<file path="src/rtl/sram_seq_ctrl.sv">
// Single-word SRAM access sequencer: precharge, wordline and sense phases per request.
// All array-facing and handshake outputs are registered in one state machine.
module sram_seq_ctrl #(
    parameter int unsigned ADDR_W  = 3,
    parameter int unsigned DATA_W  = 8,
    parameter int unsigned PRE_CYC = 1,
    parameter int unsigned WL_CYC  = 2,
    parameter int unsigned SAE_CYC = 1,
    localparam int unsigned ROWS   = 2**ADDR_W
) (
    input  logic              clk,
    input  logic              rst_n,
    input  logic              req_valid,
    output logic              req_ready,
    input  logic              req_we,
    input  logic [ADDR_W-1:0] req_addr,
    input  logic [DATA_W-1:0] req_wdata,
    output logic              resp_valid,
    output logic [DATA_W-1:0] resp_rdata,
    output logic              cs,
    output logic              w_en,
    output logic [DATA_W-1:0] col_data,
    output logic              pre_n,
    output logic [ROWS-1:0]   wl,
    output logic              sae,
    input  logic [DATA_W-1:0] sa_data
);

    typedef enum logic [2:0] {IDLE, PRE, ACT, SENSE, DONE} state_t;

    localparam logic [3:0] PRE_LOAD = 4'(PRE_CYC - 1);
    localparam logic [3:0] WL_LOAD  = 4'(WL_CYC - 1);
    localparam logic [3:0] SAE_LOAD = 4'(SAE_CYC - 1);

    state_t            state;
    logic [3:0]        cnt;
    logic [ADDR_W-1:0] addr_q;
    logic              we_q;
    logic [DATA_W-1:0] wdata_q;

    // NOTE: every register here is assigned with <= so all of them update from the
    // same pre-edge values; a blocking '=' would let later lines see half-updated state.
    always_ff @(posedge clk) begin
        if (!rst_n) begin
            state      <= IDLE;
            cnt        <= '0;
            addr_q     <= '0;
            we_q       <= 1'b0;
            wdata_q    <= '0;
            req_ready  <= 1'b1;
            resp_valid <= 1'b0;
            resp_rdata <= '0;
            cs         <= 1'b0;
            w_en       <= 1'b0;
            col_data   <= '0;
            pre_n      <= 1'b1;
            wl         <= '0;
            sae        <= 1'b0;
        end else begin
            resp_valid <= 1'b0;
            unique case (state)
                IDLE: begin
                    if (req_valid) begin
                        addr_q    <= req_addr;
                        we_q      <= req_we;
                        wdata_q   <= req_wdata;
                        state     <= PRE;
                        cnt       <= PRE_LOAD;
                        req_ready <= 1'b0;
                        pre_n     <= 1'b0;
                    end
                end
                PRE: begin
                    if (cnt == 4'd0) begin
                        state    <= ACT;
                        cnt      <= WL_LOAD;
                        pre_n    <= 1'b1;
                        wl       <= ROWS'(1) << addr_q;
                        cs       <= 1'b1;
                        w_en     <= we_q;
                        col_data <= we_q ? wdata_q : '0;
                    end else begin
                        cnt <= cnt - 4'd1;
                    end
                end
                ACT: begin
                    if (cnt == 4'd0) begin
                        if (we_q) begin
                            state      <= DONE;
                            wl         <= '0;
                            cs         <= 1'b0;
                            w_en       <= 1'b0;
                            col_data   <= '0;
                            resp_valid <= 1'b1;
                        end else begin
                            // Wordline stays up while the sense amps resolve.
                            state <= SENSE;
                            cnt   <= SAE_LOAD;
                            sae   <= 1'b1;
                        end
                    end else begin
                        cnt <= cnt - 4'd1;
                    end
                end
                SENSE: begin
                    if (cnt == 4'd0) begin
                        state      <= DONE;
                        resp_rdata <= sa_data;
                        wl         <= '0;
                        cs         <= 1'b0;
                        sae        <= 1'b0;
                        resp_valid <= 1'b1;
                    end else begin
                        cnt <= cnt - 4'd1;
                    end
                end
                DONE: begin
                    state     <= IDLE;
                    req_ready <= 1'b1;
                end
                default: state <= IDLE;
            endcase
        end
    end

endmodule

</file>
<file path="config.mk">
export PLATFORM = sky130hd
export DESIGN_NAME = sram_seq_ctrl
export DESIGN_NICKNAME = d
export VERILOG_FILES = /design/src/rtl/sram_seq_ctrl.sv
export SDC_FILE = /design/constraint.sdc
export NUM_CORES = 1
export LEC_CHECK = 0
export CORE_AREA = 2 2 92 50
export CTS_CLUSTER_SIZE = 40
export DETAILED_ROUTE_END_ITERATION = 8
export DIE_AREA = 0 0 94 52
export MAX_ROUTING_LAYER = met4
export PLACE_DENSITY = 0.82
export SLEW_MARGIN = 10
export SYNTH_ARGS = -nofsm -noshare
export SYNTH_HDL_FRONTEND = slang
export SYNTH_SLANG_ARGS = --single-unit
</file>
<file path="constraint.sdc">
create_clock -name clk -period 2.7 [get_ports clk]
set_clock_uncertainty 0.1 [all_clocks]
set_input_delay 0.54 -clock clk [delete_from_list [all_inputs] [get_ports clk]]
set_output_delay 0.54 -clock clk [all_outputs]
set_load 0.01 [all_outputs]
</file>
==> impl_metrics.json <==
{
  "status": "completed",
  "p_leak_nw": 0.9547,
  "combPwrFrac_pct": 37.8,
  "switching_share_pct": 36.83,
  "period_needed_ps": 2052,
  "required_ps": 2790,
  "overflow": 0,
  "first_pass_iters": 4,
  "area_growth_pct": 34.47,
  "wire_per_inst_um": 13.53,
  "slew_violations": 0,
  "root_buffer": "clkbuf_8",
  "cts_inserted_buffers": 5,
  "rsz0062_at_grt": "false",
  "cp_max_fo": 9,
  "multi_input_area_um2": 970.9,
  "syn_nets": 253,
  "grt_pass1_vias": 1573,
  "period_share_pct": 75.99,
  "synth_seq_area_share_pct": 48.70,
  "hold_violations": 0,
  "hp-class": "reg2reg",
  "grt_max_degree": 38,
  "end_kind": "register",
  "yosys_warnings": 0,
  "drc": 0,
  "fp.dieW_um": 94,
  "postSynthAreaPerCell_um2": 8.835,
  "worst_pin_slew_ps": 620.4,
  "postCtsHoldBufs": 0,
  "crit_path_start_kind": "register",
  "antenna_cells": 0,
  "core_mm2": 0.004148,
  "layout.nets": 304,
  "maxCapViolCount": 0,
  "crit_buf_inv": 1,
  "rrSetupSlack_ps": 650,
  "postCtsSetupBuffers": 0,
  "via_count": 1763,
  "synth-edff-count": 0,
  "clk_latency_ps": 300,
  "async_flop_share_pct": 0,
  "cts_tree": "done",
  "intPower_mw": 1.557,
  "p_total_mw": 2.464,
  "antenna_found_initial": 0,
  "clock_power_share_pct": 21.8,
  "cts.path.max_buffers": 2,
  "synth.most_common_cell": "dfxtp_1",
  "tns_ps": 0,
  "fin_area_mm2": 0.002709,
  "h-tree-depth": 2,
  "synth_cell_type_count": 35,
  "setup_viol_count_final": 0,
  "drt_iter0_markers": 136,
  "grt_pass1_wl_um": 7452,
  "fmax_ghz": 0.4874,
  "gp_congestion": 0.8886,
  "path_delay_family": "simple AND/OR/NAND/NOR gates",
  "worst_path_max_delay_cell": "nor4b_2",
  "fp.dieH_um": 52,
  "p_sw_mw": 0.9076,
  "peakVddDrop_uv": 406.6,
  "vias_per_cell": 5.231,
  "synth_top_area_share_pct": 48.70,
  "synthTopCellsByArea": "dfxtp_1 (49%), nand2_1 (8.6%), nor2b_1 (7.5%), a22oi_1 (5.2%), a21boi_0 (3.4%)",
  "path_clk_slew_ps": 80,
  "synth_top_area_cell": "dfxtp_1",
  "ctsResizeCount": 0,
  "fillers": 355,
  "hpwl_um": 3253,
  "crit_chain": "inv_1, ha_1, nor4b_2, nand2_1, a22oi_1, nor2b_1",
  "power_density_mw_per_mm2": 909.8,
  "io_pins": 53,
  "cts_num_sinks": 49,
  "syn_inst": 228,
  "max-slew-margin-rel_pct": 58.53,
  "synth_seq_cells": 49,
  "drive_gt1_share_pct": 6.786,
  "arrival_ps": 2140,
  "seq_area_um2": 980.9,
  "path_class": "reg2reg",
  "p_seq_share_pct": 40.4,
  "grt_usage_pct": 20.43,
  "drt_wl_total_um": 4558,
  "die-area_mm2": 0.004888,
  "start_util_pct": 48.57,
  "ant_nets": 0,
  "synth_area_mm2": 0.002014,
  "portBuffers": 52,
  "num_rows": 17,
  "synthTopCellsByCount": "dfxtp_1 (49), nand2_1 (46), nor2b_1 (24)",
  "dpl_cell_area_mm2": 0.002592,
  "synthFlopType": "dfxtp_1",
  "max_stage_delay_ps": 520
}
worst paths after layout:
check                                                 from  depth (start not counted)                          to
worst max-delay path                   cnt[0]$_SDFFE_PN0P_                          6          wl[3]$_SDFFE_PN0P_
worst min register to register  resp_rdata[2]$_SDFFE_PN0P_                          2  resp_rdata[2]$_SDFFE_PN0P_
worst max register to register         cnt[0]$_SDFFE_PN0P_                          6          wl[3]$_SDFFE_PN0P_
worst min-delay path            resp_rdata[2]$_SDFFE_PN0P_                          2  resp_rdata[2]$_SDFFE_PN0P_
power groups by stage:
stage	registers [mW]	clock network (mW)	logic (mW)
2_1_floorplan	0.973	0	0.634
3_3_place_gp	1.00	0	0.907
3_5_place_dp	1.01	0	0.925
4_1_cts	0.991	0.540	0.931
5_1_grt	1.02	0.587	1.02
6_report	0.997	0.536	0.932
cell type report:
cell class	instances	share of cell area, %
clock buffer	7	3.187
inverter	3	0.4157
tap	57	2.633
sequential	49	36.21
multi-input combinational	163	35.84
clock inverter	1	1.109
timing repair buffer	57	20.60
through the flow:
step / std cells / hold slack [ps] / util (%) / worst slack (ps)
after floorplan: 228 / 343.9 / - / 967.7
after global placement: 329 / 353.1 / 62.50 / 669.0
after detailed placement: 329 / 366.3 / 62.50 / 613.6
after CTS: 337 / 378.2 / 65.31 / 628.6
after global routing: 337 / 409.3 / 65.31 / 475.3
final: 337 / 372.6 / 65.31 / 648.2
per-layer routing:
| layer | vias to the layer above | wire [um] | GRT usage, % |
|---|---|---|---|
| met3 | 4 | 251 | 5.942 |
| met4 | 0 | 18 | 5.797 |
| met1 | 812 | 2393 | 30.05 |
| met2 | 53 | 1894 | 26.90 |
| met5 | - | 0 | - |
| li1 | 894 | - | - |
state kept, by name (all words and copies together) (netlist names):
signal	flops
cs	1
state	3
wl	8
pre_n	1
cnt	4
resp_valid	1
addr_q	3
req_ready	1
wdata_q	8
w_en	1
col_data	8
we_q	1
resp_rdata	8
sae	1
worst reg2reg max path, stage by stage, from the launching register on:
cell and delay [ps]:
dfxtp_1 340, inv_1 90, ha_1 170, nor4b_2 530
nand2_1 360, a22oi_1 300, nor2b_1 70
cell families (layout without fill, tap and decap cells):
logic type / count (synthesis) / count (layout) / share of synthesized area (%)
AOI/OAI and AO/OA: 57 / 57 / 19.25
adders and majority gates: 2 / 2 / 1.242
buffers and inverters: 16 / 68 / 3.106
DFF: 49 / 49 / 48.70
and+or+nand+nor: 104 / 104 / 27.70
cell usage in the layout (no fill, tap or decap), drive strengths merged, types with 2 or more instances in the layout:
cell and instances:
a21boi 12, a21oi 7, a22oi 14, a32oi 4
buf 5, clkbuf 7, clkdlybuf4s50 52, dfxtp 49
ha 2, inv 3, nand2 46, nand3 10
nor2 8, nor2b 24, nor3 5, nor4b 4
o21ai 12, o22ai 2
(Power assumes the default switching activity.)
